## config.mk

```make
export PLATFORM = sky130hd
export DESIGN_NAME = traffic_safety_monitor
export DESIGN_NICKNAME = d
export VERILOG_FILES = /design/src/rtl/traffic_pkg.sv /design/src/rtl/traffic_lamp_checker.sv /design/src/rtl/traffic_safety_monitor.sv
export SDC_FILE = /design/constraint.sdc
export NUM_CORES = 1
export LEC_CHECK = 0
export ABC_AREA = 1
export CAP_MARGIN = 10
export CORE_AREA = 2 2 96 98
export DETAILED_ROUTE_END_ITERATION = 6
export DIE_AREA = 0 0 98 100
export GPL_TIMING_DRIVEN = 1
export SYNTH_ARGS = -nofsm -noshare
export SYNTH_HDL_FRONTEND = slang
export SYNTH_SLANG_ARGS = --single-unit
```

## constraint.sdc

```tcl
create_clock -name clk -period 3.1 [get_ports clk]
set_input_delay 0.62 -clock clk [delete_from_list [all_inputs] [get_ports clk]]
set_output_delay 0.62 -clock clk [all_outputs]
set_load 0.02 [all_outputs]
```

## src/rtl/traffic_pkg.sv

```systemverilog
// ---------------------------------------------------------------------------
// traffic_pkg
// Shared definitions for the traffic-light controller and its safety monitor.
// Holds the lamp encodings ({R,Y,G}, one-hot), the monitor fault codes, the
// monitor state encoding and the bit positions of the per-direction
// violation flag vector produced by traffic_lamp_checker.
// ---------------------------------------------------------------------------
package traffic_pkg;

   // Lamp patterns shared by the controller and the monitor
   localparam logic [2:0] LAMP_RED = 3'b100;
   localparam logic [2:0] LAMP_YEL = 3'b010;
   localparam logic [2:0] LAMP_GRN = 3'b001;
   localparam logic [2:0] LAMP_OFF = 3'b000;

   // Fault codes; a smaller number means a higher priority
   localparam logic [2:0] FC_NONE     = 3'd0;
   localparam logic [2:0] FC_ILLEGAL  = 3'd1;
   localparam logic [2:0] FC_CONFLICT = 3'd2;
   localparam logic [2:0] FC_TRANS    = 3'd3;
   localparam logic [2:0] FC_YSHORT   = 3'd4;
   localparam logic [2:0] FC_YLONG    = 3'd5;
   localparam logic [2:0] FC_GWATCH   = 3'd6;

   // Monitor states
   typedef enum logic [1:0] {
      ST_MON     = 2'd0,
      ST_FAULT   = 2'd1,
      ST_ALL_RED = 2'd2
   } mon_state_e;

   // Bit positions inside a per-direction violation flag vector
   localparam int VF_ILLEGAL = 0;
   localparam int VF_TRANS   = 1;
   localparam int VF_YSHORT  = 2;
   localparam int VF_YLONG   = 3;
   localparam int VF_GWATCH  = 4;
   localparam int VF_W       = 5;

   // True when a lamp vector is exactly one of the three legal patterns
   function automatic logic lamp_legal(input logic [2:0] lamp);
      return (lamp == LAMP_RED) || (lamp == LAMP_YEL) || (lamp == LAMP_GRN);
   endfunction

endpackage

```

## src/rtl/traffic_lamp_checker.sv

```systemverilog
// ---------------------------------------------------------------------------
// traffic_lamp_checker
// Tracks one direction's lamp history and flags per-direction violations.
// The history (previous lamp value and a saturating duration counter) is
// updated on every edge regardless of what the monitor is doing; the flags
// are purely combinational on the current input against that history.
//
// Ports:
//   clk    in   clock
//   rst    in   asynchronous active-high reset
//   led_in in 3 lamp vector from the controller for this direction
//   viol   out 5 violation flags, bit positions VF_* from traffic_pkg
// ---------------------------------------------------------------------------
module traffic_lamp_checker
   import traffic_pkg::*;
#(
   parameter int Y_MIN = 5,
   parameter int Y_MAX = 6,
   parameter int G_MAX = 12
) (
   input  logic            clk,
   input  logic            rst,
   input  logic [2:0]      led_in,
   output logic [VF_W-1:0] viol
);

   localparam int CNT_MAX = (G_MAX > Y_MAX) ? G_MAX : Y_MAX;
   localparam int CNT_W   = $clog2(CNT_MAX + 1);

   localparam logic [CNT_W-1:0] Y_MIN_C = CNT_W'(Y_MIN);
   localparam logic [CNT_W-1:0] Y_MAX_C = CNT_W'(Y_MAX);
   localparam logic [CNT_W-1:0] G_MAX_C = CNT_W'(G_MAX);

   logic [2:0]       prev_q, prev_d;
   logic [CNT_W-1:0] cnt_q, cnt_d;
   logic             changed;
   logic             step_ok;

   assign changed = (led_in != prev_q);

   // History update: any change restarts the duration count at 1 (the new
   // value has now been seen once); a steady value counts up and sticks at
   // all-ones so long phases never wrap back into a "short" duration.
   always_comb begin
      prev_d = led_in;
      cnt_d  = cnt_q;
      if (changed) begin
         cnt_d = CNT_W'(1);
      end else if (cnt_q != '1) begin
         cnt_d = cnt_q + 1'b1;
      end
   end

   // History registers, reset to "red seen for zero cycles"
   always_ff @(posedge clk or posedge rst) begin
      if (rst) begin
         prev_q <= LAMP_RED;
         cnt_q  <= '0;
      end else begin
         prev_q <= prev_d;
         cnt_q  <= cnt_d;
      end
   end

   // Violation flags. Only R->G, G->Y and Y->R count as legal changes; the
   // duration checks look at how long the previous value had been held.
   always_comb begin
      step_ok = ((prev_q == LAMP_RED) && (led_in == LAMP_GRN)) ||
                ((prev_q == LAMP_GRN) && (led_in == LAMP_YEL)) ||
                ((prev_q == LAMP_YEL) && (led_in == LAMP_RED));
      viol             = '0;
      viol[VF_ILLEGAL] = !lamp_legal(led_in);
      viol[VF_TRANS]   = changed && !step_ok;
      viol[VF_YSHORT]  = changed && (prev_q == LAMP_YEL) && (led_in == LAMP_RED) &&
                         (cnt_q < Y_MIN_C);
      viol[VF_YLONG]   = !changed && (led_in == LAMP_YEL) && (cnt_q >= Y_MAX_C);
      viol[VF_GWATCH]  = !changed && (led_in == LAMP_GRN) && (cnt_q >= G_MAX_C);
   end

endmodule

```

## src/rtl/traffic_safety_monitor.sv

```systemverilog
// ---------------------------------------------------------------------------
// traffic_safety_monitor
// Runtime safety monitor sitting between the traffic-light controller and
// the lamp drivers. In normal operation the lamp vectors pass through with
// one cycle of latency. The first violation latches a fault code and drives
// flashing yellow on both directions; a clear request leads back to normal
// pass-through via an all-red phase.
//
// Ports:
//   clk        in   clock
//   rst        in   asynchronous active-high reset
//   led_in1    in 3 direction-1 lamps from the controller ({R,Y,G})
//   led_in2    in 3 direction-2 lamps from the controller ({R,Y,G})
//   fault_clr  in   fault clear request, sampled while in FAULT
//   led_out1   out 3 direction-1 lamp drive
//   led_out2   out 3 direction-2 lamp drive
//   fault      out  fault latched
//   fault_code out 3 first fault cause, 0 = none
//   fault_dir  out 2 direction(s) involved, bit0 = dir1, bit1 = dir2
// ---------------------------------------------------------------------------
module traffic_safety_monitor
   import traffic_pkg::*;
#(
   parameter int Y_MIN      = 5,
   parameter int Y_MAX      = 6,
   parameter int G_MAX      = 12,
   parameter int FLASH_DIV  = 4,
   parameter int ALLRED_CYC = 3
) (
   input  logic       clk,
   input  logic       rst,
   input  logic [2:0] led_in1,
   input  logic [2:0] led_in2,
   input  logic       fault_clr,
   output logic [2:0] led_out1,
   output logic [2:0] led_out2,
   output logic       fault,
   output logic [2:0] fault_code,
   output logic [1:0] fault_dir
);

   localparam int FL_W = (2 * FLASH_DIV > 1) ? $clog2(2 * FLASH_DIV) : 1;
   localparam int AR_W = (ALLRED_CYC > 0) ? $clog2(ALLRED_CYC + 1) : 1;

   localparam logic [FL_W-1:0] FL_LAST = FL_W'(2 * FLASH_DIV - 1);
   localparam logic [FL_W-1:0] FL_ON   = FL_W'(FLASH_DIV);
   localparam logic [AR_W-1:0] AR_MIN  = AR_W'(ALLRED_CYC);

   mon_state_e state_q, state_d;

   logic [2:0]      led_out1_q, led_out1_d;
   logic [2:0]      led_out2_q, led_out2_d;
   logic            fault_q, fault_d;
   logic [2:0]      code_q, code_d;
   logic [1:0]      dir_q, dir_d;
   logic [FL_W-1:0] flash_q, flash_d;
   logic [AR_W-1:0] allred_q, allred_d;

   logic [VF_W-1:0] viol1, viol2;
   logic            conflict;
   logic [2:0]      viol_code;
   logic [1:0]      viol_dir;
   logic [FL_W-1:0] flash_step;
   logic [AR_W-1:0] allred_step;
   logic            exit_ok;

   traffic_lamp_checker #(
      .Y_MIN (Y_MIN),
      .Y_MAX (Y_MAX),
      .G_MAX (G_MAX)
   ) u_check1 (
      .clk    (clk),
      .rst    (rst),
      .led_in (led_in1),
      .viol   (viol1)
   );

   traffic_lamp_checker #(
      .Y_MIN (Y_MIN),
      .Y_MAX (Y_MAX),
      .G_MAX (G_MAX)
   ) u_check2 (
      .clk    (clk),
      .rst    (rst),
      .led_in (led_in2),
      .viol   (viol2)
   );

   // Both directions legal and neither showing red means crossing traffic
   // could be released at the same time.
   assign conflict = lamp_legal(led_in1) && lamp_legal(led_in2) &&
                     (led_in1 != LAMP_RED) && (led_in2 != LAMP_RED);

   // The flash counter wraps over one full on/off period; the all-red counter
   // sticks at its maximum since only "at least N cycles" matters.
   assign flash_step  = (flash_q == FL_LAST) ? '0 : flash_q + 1'b1;
   assign allred_step = (allred_q == '1) ? allred_q : allred_q + 1'b1;

   // Leaving all-red is only safe once the controller itself is showing a
   // sane picture with at least one direction stopped.
   assign exit_ok = lamp_legal(led_in1) && lamp_legal(led_in2) &&
                    ((led_in1 == LAMP_RED) || (led_in2 == LAMP_RED));

   // Priority encoder: the lowest fault code wins. The direction mask marks
   // every direction that raised the winning code; a conflict always
   // involves both directions.
   always_comb begin
      viol_code = FC_NONE;
      viol_dir  = 2'b00;
      if (viol1[VF_ILLEGAL] || viol2[VF_ILLEGAL]) begin
         viol_code = FC_ILLEGAL;
         viol_dir  = {viol2[VF_ILLEGAL], viol1[VF_ILLEGAL]};
      end else if (conflict) begin
         viol_code = FC_CONFLICT;
         viol_dir  = 2'b11;
      end else if (viol1[VF_TRANS] || viol2[VF_TRANS]) begin
         viol_code = FC_TRANS;
         viol_dir  = {viol2[VF_TRANS], viol1[VF_TRANS]};
      end else if (viol1[VF_YSHORT] || viol2[VF_YSHORT]) begin
         viol_code = FC_YSHORT;
         viol_dir  = {viol2[VF_YSHORT], viol1[VF_YSHORT]};
      end else if (viol1[VF_YLONG] || viol2[VF_YLONG]) begin
         viol_code = FC_YLONG;
         viol_dir  = {viol2[VF_YLONG], viol1[VF_YLONG]};
      end else if (viol1[VF_GWATCH] || viol2[VF_GWATCH]) begin
         viol_code = FC_GWATCH;
         viol_dir  = {viol2[VF_GWATCH], viol1[VF_GWATCH]};
      end
   end

   // Next-state and next-output logic. A violating input is never forwarded:
   // the same edge that sees it switches the outputs to yellow. In FAULT the
   // flash phase is derived from the counter value being loaded, so the entry
   // edge (counter 0) opens the first "on" half-period.
   always_comb begin
      state_d    = state_q;
      led_out1_d = led_out1_q;
      led_out2_d = led_out2_q;
      fault_d    = fault_q;
      code_d     = code_q;
      dir_d      = dir_q;
      flash_d    = flash_q;
      allred_d   = allred_q;
      case (state_q)
         ST_MON: begin
            if (viol_code != FC_NONE) begin
               state_d    = ST_FAULT;
               fault_d    = 1'b1;
               code_d     = viol_code;
               dir_d      = viol_dir;
               flash_d    = '0;
               led_out1_d = LAMP_YEL;
               led_out2_d = LAMP_YEL;
            end else begin
               led_out1_d = led_in1;
               led_out2_d = led_in2;
            end
         end
         ST_FAULT: begin
            if (fault_clr) begin
               state_d    = ST_ALL_RED;
               fault_d    = 1'b0;
               code_d     = FC_NONE;
               dir_d      = 2'b00;
               flash_d    = '0;
               allred_d   = '0;
               led_out1_d = LAMP_RED;
               led_out2_d = LAMP_RED;
            end else begin
               flash_d    = flash_step;
               led_out1_d = (flash_step < FL_ON) ? LAMP_YEL : LAMP_OFF;
               led_out2_d = (flash_step < FL_ON) ? LAMP_YEL : LAMP_OFF;
            end
         end
         ST_ALL_RED: begin
            allred_d = allred_step;
            if ((allred_step >= AR_MIN) && exit_ok) begin
               state_d    = ST_MON;
               led_out1_d = led_in1;
               led_out2_d = led_in2;
            end else begin
               led_out1_d = LAMP_RED;
               led_out2_d = LAMP_RED;
            end
         end
         default: begin
            state_d = ST_MON;
         end
      endcase
   end

   // FSM state register
   always_ff @(posedge clk or posedge rst) begin
      if (rst) begin
         state_q <= ST_MON;
      end else begin
         state_q <= state_d;
      end
   end

   // Output, fault-record and counter registers; reset drives all-red with
   // no fault recorded.
   always_ff @(posedge clk or posedge rst) begin
      if (rst) begin
         led_out1_q <= LAMP_RED;
         led_out2_q <= LAMP_RED;
         fault_q    <= 1'b0;
         code_q     <= FC_NONE;
         dir_q      <= 2'b00;
         flash_q    <= '0;
         allred_q   <= '0;
      end else begin
         led_out1_q <= led_out1_d;
         led_out2_q <= led_out2_d;
         fault_q    <= fault_d;
         code_q     <= code_d;
         dir_q      <= dir_d;
         flash_q    <= flash_d;
         allred_q   <= allred_d;
      end
   end

   assign led_out1   = led_out1_q;
   assign led_out2   = led_out2_q;
   assign fault      = fault_q;
   assign fault_code = code_q;
   assign fault_dir  = dir_q;

endmodule

```

# --- Word level (Yosys, flattened, before mapping) ---
# Cells that the tools add are included.
totals:
  ff_bits: 33
  out_inout_bits: 12
  elab_cells: 150
  in_bits: 9
classes:
  order_cmp: 8
  eq_ne: 25
  n_addsub: 4
  reduce_logical: 58
  n_mux: 43
op_table:
  columns: ["operator", "count"]
  rows:
  - ["2-to-1 mux 3 bit", 16]
  - ["logical AND 1 bit", 27]
  - ["2-to-1 mux 2 bit", 13]
  - ["one-hot mux 3 bit (3 select lines)", 2]
  - ["2-to-1 mux 4 bit", 4]
  - ["== test 3 bit, second input constant", 5]
  - ["logical OR 1 bit", 14]
  - ["== test 3 x 1 -> 1 bit, second input constant", 4]
  - ["== test 3 x 2 -> 1 bit, second input constant", 4]
  - ["one-hot mux 3 bit (2 select lines)", 2]
  - ["adder 4 x 1 -> 4 bit, second input constant", 2]
  - ["greater-or-equal comparator 4 x 3 -> 1 bit, second input constant", 2]
  - ["greater-or-equal comparator 4 bit, second input constant", 2]
  - ["< comparator 4 x 3 -> 1 bit, second input constant", 2]
  - ["inequality test 4 bit, second input constant", 2]
  - ["one-hot mux 2 bit (2 select lines)", 2]
  - ["nonzero test 2 bit", 4]
  - ["logical NOT 1 bit", 6]
  - ["inequality test 2 bit, second input constant", 3]
  - ["inequality test 3 bit", 2]
  - ["inequality test 3 bit, second input constant", 2]
  - ["one-hot mux 2 bit (3 select lines)", 1]
  - ["AND reduction 3 bit", 2]
  - ["nonzero test 3 bit", 2]
  - ["other kinds (10)", 13]

# --- Depth between registers and ports, before layout ---
logic_depth:
  ltp_word: 14
  ltp_mapped: 16
  mapped_depth_nobuf: 16

# --- By module ---
# From an unflattened synthesis, not the netlist that was laid out.
unflattened:
  cells_unflattened: 312
  hier_area_um2: 2298.5
modules_own_cells:
  columns: ["mod", "seq_area_each_um2", "cells_each", "n_inst", "area_per_inst_um2"]
  rows:
  - ["traffic_safety_monitor", 478.0, 179, 1, 1386.3]
  - ["traffic_lamp_checker at u_check2", 176.4, 66, 1, 460.4]
  - ["traffic_lamp_checker at u_check1", 176.4, 67, 1, 451.7]

# --- Worst setup path before layout ---
# Ideal clock, no wire load.
synth_timing:
  path_type: "input-to-reg"
  start: "in led_in2[2]"
  end: "reg fault_q (netlist: fault)"
  path_stages: 12
  setup_ns: 0.117
  n_path_buf: 0
  slack_ns: 1.176
  arrival_time_ns: 1.807
  t_required_ns: 2.983
  cell_sequence: "inv_2 -> nand3_1 -> nand3_1 -> nand2_1 -> nor2_2 -> nand3_1 -> nor2_2 -> nor2_4 -> nand3_4 -> nand3_2 -> nand2_1 -> nand2_1"
synth_via:
  elab_chain_cells: 14
  elab_cells_between_ends: 40
  classes_between: "6 x eq/ne; 6 x mux; 28 x reduce/logical"
synth_rtl:
  columns: ["element", "line", "text"]
  rows:
  - ["start: declaration", "traffic_safety_monitor.sv:33", "input logic [2:0] led_in2,"]
  - ["inequality test 3 bit", "traffic_lamp_checker.sv:39", "assign changed = (led_in != prev_q);"]
  - ["logical NOT 1 bit", "traffic_lamp_checker.sv:76, traffic_lamp_checker.sv:77", null]
  - ["logical AND 1 bit (2 in a row)", "traffic_lamp_checker.sv:77", "viol[VF_GWATCH] = !changed && (led_in == LAMP_GRN) && (cnt_q >= G_MAX_C);"]
  - ["logical OR 1 bit", "traffic_safety_monitor.sv:125", "end else if (viol1[VF_GWATCH] || viol2[VF_GWATCH]) begin"]
  - ["2-to-1 mux 3 bit", "traffic_safety_monitor.sv:125", null]
  - ["2-to-1 mux 3 bit", "traffic_safety_monitor.sv:122", "end else if (viol1[VF_YLONG] || viol2[VF_YLONG]) begin"]
  - ["2-to-1 mux 3 bit", "traffic_safety_monitor.sv:119", "end else if (viol1[VF_YSHORT] || viol2[VF_YSHORT]) begin"]
  - ["2-to-1 mux 3 bit", "traffic_safety_monitor.sv:116", "end else if (viol1[VF_TRANS] || viol2[VF_TRANS]) begin"]
  - ["2-to-1 mux 3 bit", "traffic_safety_monitor.sv:113", "end else if (conflict) begin"]
  - ["2-to-1 mux 3 bit (*)", "traffic_safety_monitor.sv:110", "if (viol1[VF_ILLEGAL] || viol2[VF_ILLEGAL]) begin"]
  - ["nonzero test 3 bit (*)", "traffic_safety_monitor.sv:146", "if (viol_code != FC_NONE) begin"]
  - ["inequality test 2 bit (no line) (*)", null, null]
  - ["AND reduction 3 bit (no line) (*)", null, null]
  - ["end signal: assignment", "traffic_safety_monitor.sv:215", "fault_q <= fault_d;"]
  - ["end: declaration", "traffic_safety_monitor.sv:53", "logic fault_q, fault_d;"]
# Mark *: on every way between the ends. The rest lies on a longest branch, timed or not.
# A chain may end at the register's enable or synchronous reset.

# --- Worst setup path after layout ---
layout_timing:
  start: "in led_in2[0]"
  end: "reg led_out1_q[0] (netlist: led_out1[0])"
layout_via:
  elab_chain_cells: 14
  elab_cells_between_ends: 44
  classes_between: "5 x eq/ne; 9 x mux; 30 x reduce/logical"
layout_rtl:
  columns: ["element", "line", "text"]
  rows:
  - ["inequality test 3 bit", "traffic_lamp_checker.sv:39", null]
  - ["logical NOT 1 bit", "traffic_lamp_checker.sv:76, traffic_lamp_checker.sv:77", null]
  - ["logical AND 1 bit (2 in a row)", "traffic_lamp_checker.sv:77", null]
  - ["logical OR 1 bit", "traffic_safety_monitor.sv:125", null]
  - ["2-to-1 mux 3 bit", "traffic_safety_monitor.sv:125", null]
  - ["2-to-1 mux 3 bit", "traffic_safety_monitor.sv:122", null]
  - ["2-to-1 mux 3 bit", "traffic_safety_monitor.sv:119", null]
  - ["2-to-1 mux 3 bit", "traffic_safety_monitor.sv:116", null]
  - ["2-to-1 mux 3 bit", "traffic_safety_monitor.sv:113", null]
  - ["2-to-1 mux 3 bit", "traffic_safety_monitor.sv:110", null]
  - ["nonzero test 3 bit", "traffic_safety_monitor.sv:146", null]
  - ["2-to-1 mux 3 bit", "traffic_safety_monitor.sv:146", null]
  - ["one-hot mux 3 bit (3 select lines) (*)", "traffic_safety_monitor.sv:144", "case (state_q)"]
  - ["end signal: assignment", "traffic_safety_monitor.sv:213", "led_out1_q <= led_out1_d;"]
  - ["end: declaration", "traffic_safety_monitor.sv:51", "logic [2:0] led_out1_q, led_out1_d;"]
# Marks and branches as above.

==> results.sh <==
export IMPL_yosysMostFrequentCell="nand2_1"
export IMPL_synth_ff_type="dfrtp_1"
export IMPL_yosys_area_share_adder_pct=5.25
export IMPL_rr_worst_depth=14
export IMPL_yosysUniqueCellTypes=30
export IMPL_seqPwrFrac_pct=35.8
export IMPL_p_per_area_mw_per_mm2=666
export IMPL_antenna_cells=0
export IMPL_cts_repair_resize_count=0
export IMPL_final_hold_violation_count=0
export IMPL_cts_root_buffer="clkbuf_8"
export IMPL_cts_max_path_buffers=2
export IMPL_port_buffers=20
export IMPL_postCtsSetupRepairBufs=0
export IMPL_num_rows=35
export IMPL_p_sw_share_pct=41.6
export IMPL_avgSynthCellArea_um2=7.27
export IMPL_async_reset_ff_share_pct=100
export IMPL_drc_errors=0
export IMPL_critPathMaxFanout=7
export IMPL_synth_area_mm2=0.00214
export IMPL_ant_nets=0
export IMPL_fin_util_pct=29.0
export IMPL_worstPathArrival_ns=2.74
export IMPL_htree_levels=2
export IMPL_finalCritPeriodShare_pct=82.7
export IMPL_synth_top_area_cell="dfrtp_1"
export IMPL_drt_wl_total_um=5040
export IMPL_synth_edff_count=0
export IMPL_num_nets_final=341
export IMPL_critPathLaunch="led_in2[0]"
export IMPL_switchingPower_mw=0.715
export IMPL_slew_headroom_pct=71.3
export IMPL_layout_drive_gt1_share_pct=12.3
export IMPL_setup_violations=0
export IMPL_synth_ff_latch_count=33
export IMPL_grt_max_degree=34
export IMPL_dpl_hpwl_um=3940
export IMPL_hp_class="reg2reg"
export IMPL_leakagePower_nw=1.27
export IMPL_ir_drop_mv=0.257
export IMPL_dieWidth_um=98
export IMPL_syn2layout_area_growth_pct=20.4
export IMPL_crit_path_end="led_out1[0]$_DFFE_PP0P_"
export IMPL_wl_per_cell_um=11.6
export IMPL_num_fill_cells=960
export IMPL_start_kind="input pin"
export IMPL_ioPinCount=21
export IMPL_crit_type="in2reg"
export IMPL_synthSimpleGateAreaFrac_pct=35.0
export IMPL_synth_common_cells="74 x nand2_1, 38 x inv_1, 30 x nor2_1, 29 x dfrtp_1, 27 x nand3_1"
export IMPL_die_h_um=100
export IMPL_viasPerCell=4.47
export IMPL_cts_tree="yes"
export IMPL_synth_net_count=313
export IMPL_cp_end_kind="register"
export IMPL_clk_latency_ns=0.29
export IMPL_synth_xor_area_share_pct=1.63
export IMPL_first_iter_violations=130
export IMPL_worstReg2RegEnd="fault_code[1]$_DFFE_PP0P_"
export IMPL_p_int_mw=1.00
export IMPL_grt_antenna_before_repair=0
export IMPL_post_synth_inst_count=295
export IMPL_yosys_top_cells_area="dfrtp_1 34%, nand2_1 13%, inv_1 6.7%"
export IMPL_yosysWarningCount=0
export IMPL_power_frac_comb_pct=45.4
export IMPL_yosysSeqAreaShare_pct=38.8
export IMPL_synth_compound_area_share_pct=11.4
export IMPL_place_congestion=0.884
export IMPL_synth_top_family_by_area="simple AND/OR/NAND/NOR gates"
export IMPL_outcome="complete, no violations"
export IMPL_clkPwrFrac_pct=18.8
export IMPL_max_cap_violations=0
export IMPL_synth_top_area_share_pct=33.9
export IMPL_start_util_pct=24.1
export IMPL_clock_sinks=33
export IMPL_synth_mux_area_share_pct=0
export IMPL_rsz0062_at_grt="no"
export IMPL_worstMarginPinSlew_ns=0.430
export IMPL_grt_pass1_vias=1873
export IMPL_ctsHoldBuffers=0
export IMPL_max_freq_ghz=0.390
export IMPL_core_area_mm2=0.00889
export IMPL_grt_usage_pct=10.7
export IMPL_firstDrtPassIters=4
export IMPL_crit_required_ns=3.28
export IMPL_grt_first_pass_wirelength_um=8630
export IMPL_setup_tns_ns=0
export IMPL_dieArea_mm2=0.00980
export IMPL_worst_clock_skew_ns=0.00569
export IMPL_period_minus_slack_ns=2.56
export IMPL_cts_buffers=5
export IMPL_num_vias=1943
export IMPL_grt_ovfl_total=0
export IMPL_r2r_start="u_check2.cnt_q[1]$_DFFE_PP0P_"
export IMPL_path_clk_slew_ns=0.07
export IMPL_finalMaxSlewViolations=0
export IMPL_r2r_slack_ns=0.99
-- final cells by class --
type,instances,area (um2),share of cell area (%)
well taps,111,139,5.38
clock inverters,3,17.5,0.679
repair buffers,22,215,8.34
inverters,44,165,6.40
clock buffers,5,68.8,2.67
flip-flops and latches,33,831,32.2
multi-input cells,217,1140,44.3
-- metrics by stage --
stage / worst slack, ns / instance area [um2] / power [mW] / instances / hold WS [ns]
floorplan: 1.18 / 2140 / 1.13 / 295 / 0.463
global placement: 0.232 / 2490 / 1.40 / 427 / 0.474
detailed placement: 0.259 / 2490 / 1.41 / 427 / 0.474
CTS: 0.563 / 2580 / 1.74 / 435 / 0.496
global route: 0.341 / 2580 / 1.85 / 435 / 0.501
finish: 0.536 / 2580 / 1.72 / 435 / 0.482
-- per-layer routing --
metal | share of wire (%) | wire, um | track usage (%)
met1 | 51 | 2550 | 15.2
met2 | 43 | 2160 | 16.2
met3 | 5.0 | 254 | 2.58
met4 | 1.4 | 70 | 3.21
met5 | 0 | 0 | 0
-- registers in the layout, indices dropped and copies added (netlist names) --
name             count
u_check2.cnt_q       4
fault_dir            2
u_check1.cnt_q       4
fault_code           3
state_q              2
led_out1             3
led_out2             3
fault                1
allred_q             2
u_check2.prev_q      3
flash_q              3
u_check1.prev_q      3
-- power groups by stage --
stage	sequential [mW]	clock [mW]	combinational (mW)
2_1_floorplan	0.683	0	0.451
3_3_place_gp	0.622	0	0.781
3_5_place_dp	0.620	0	0.787
4_1_cts	0.616	0.337	0.790
5_1_grt	0.627	0.357	0.871
6_report	0.615	0.323	0.780
-- cells by family (layout without fill, tap and decap cells) --
| kind of cell | count (synthesis) | in the layout |
|---|---|---|
| and+or+nand+nor | 160 | 160 |
| buffers and inverters | 45 | 74 |
| AOI/OAI and AO/OA | 44 | 44 |
| DFF | 33 | 33 |
| adders and majority gates | 9 | 9 |
| xor gates and xnor gates | 4 | 4 |
-- worst min path at each step --
| stage | depth (start not counted) | startpoint | slack, ns | endpoint |
|---|---|---|---|---|
| 4_1_cts | 2 | led_out2[0]$_DFFE_PP0P_ | 0.50 | led_out2[0]$_DFFE_PP0P_ |
| 5_1_grt | 2 | led_out2[0]$_DFFE_PP0P_ | 0.50 | led_out2[0]$_DFFE_PP0P_ |
| 3_3_place_gp | 2 | led_out1[0]$_DFFE_PP0P_ | 0.47 | led_out1[0]$_DFFE_PP0P_ |
| 6_report | 2 | fault_dir[0]$_DFFE_PP0P_ | 0.48 | fault_dir[0]$_DFFE_PP0P_ |
| 3_5_place_dp | 2 | led_out2[0]$_DFFE_PP0P_ | 0.47 | led_out2[0]$_DFFE_PP0P_ |
| 2_1_floorplan | 2 | flash_q[1]$_DFFE_PP0P_ | 0.46 | flash_q[1]$_DFFE_PP0P_ |
-- cells in the final DEF (no fill, tap or decap), drive strengths merged, types with 2 or more instances in the layout --
cell           instances
o211ai                 3
buf                    2
o21ai                 19
clkbuf                 5
a31oi                  3
clkdlybuf4s50         20
nor2                  36
clkinv                 2
a21oi                 15
a211oi                 2
xnor2                  2
ha                     9
xor2                   2
nand2                 80
dfrtp                 29
inv                   44
nand3b                 2
or2                    2
dfstp                  4
nand4                  7
nand3                 32
-- critical path, cell delays in order --
cell and delay [ns]:
clkdlybuf4s50_1 0.60, inv_1 0.15, nand3_1 0.16, nand3_1 0.17, nand2_1 0.12, nor2_2 0.15
nand3_1 0.12, nor2_2 0.19, nor2_4 0.08, nand2_2 0.10, nand2_1 0.11, nand3_1 0.11
nand2_1 0.06
No activity file was read; power rests on OpenSTA's default activity.
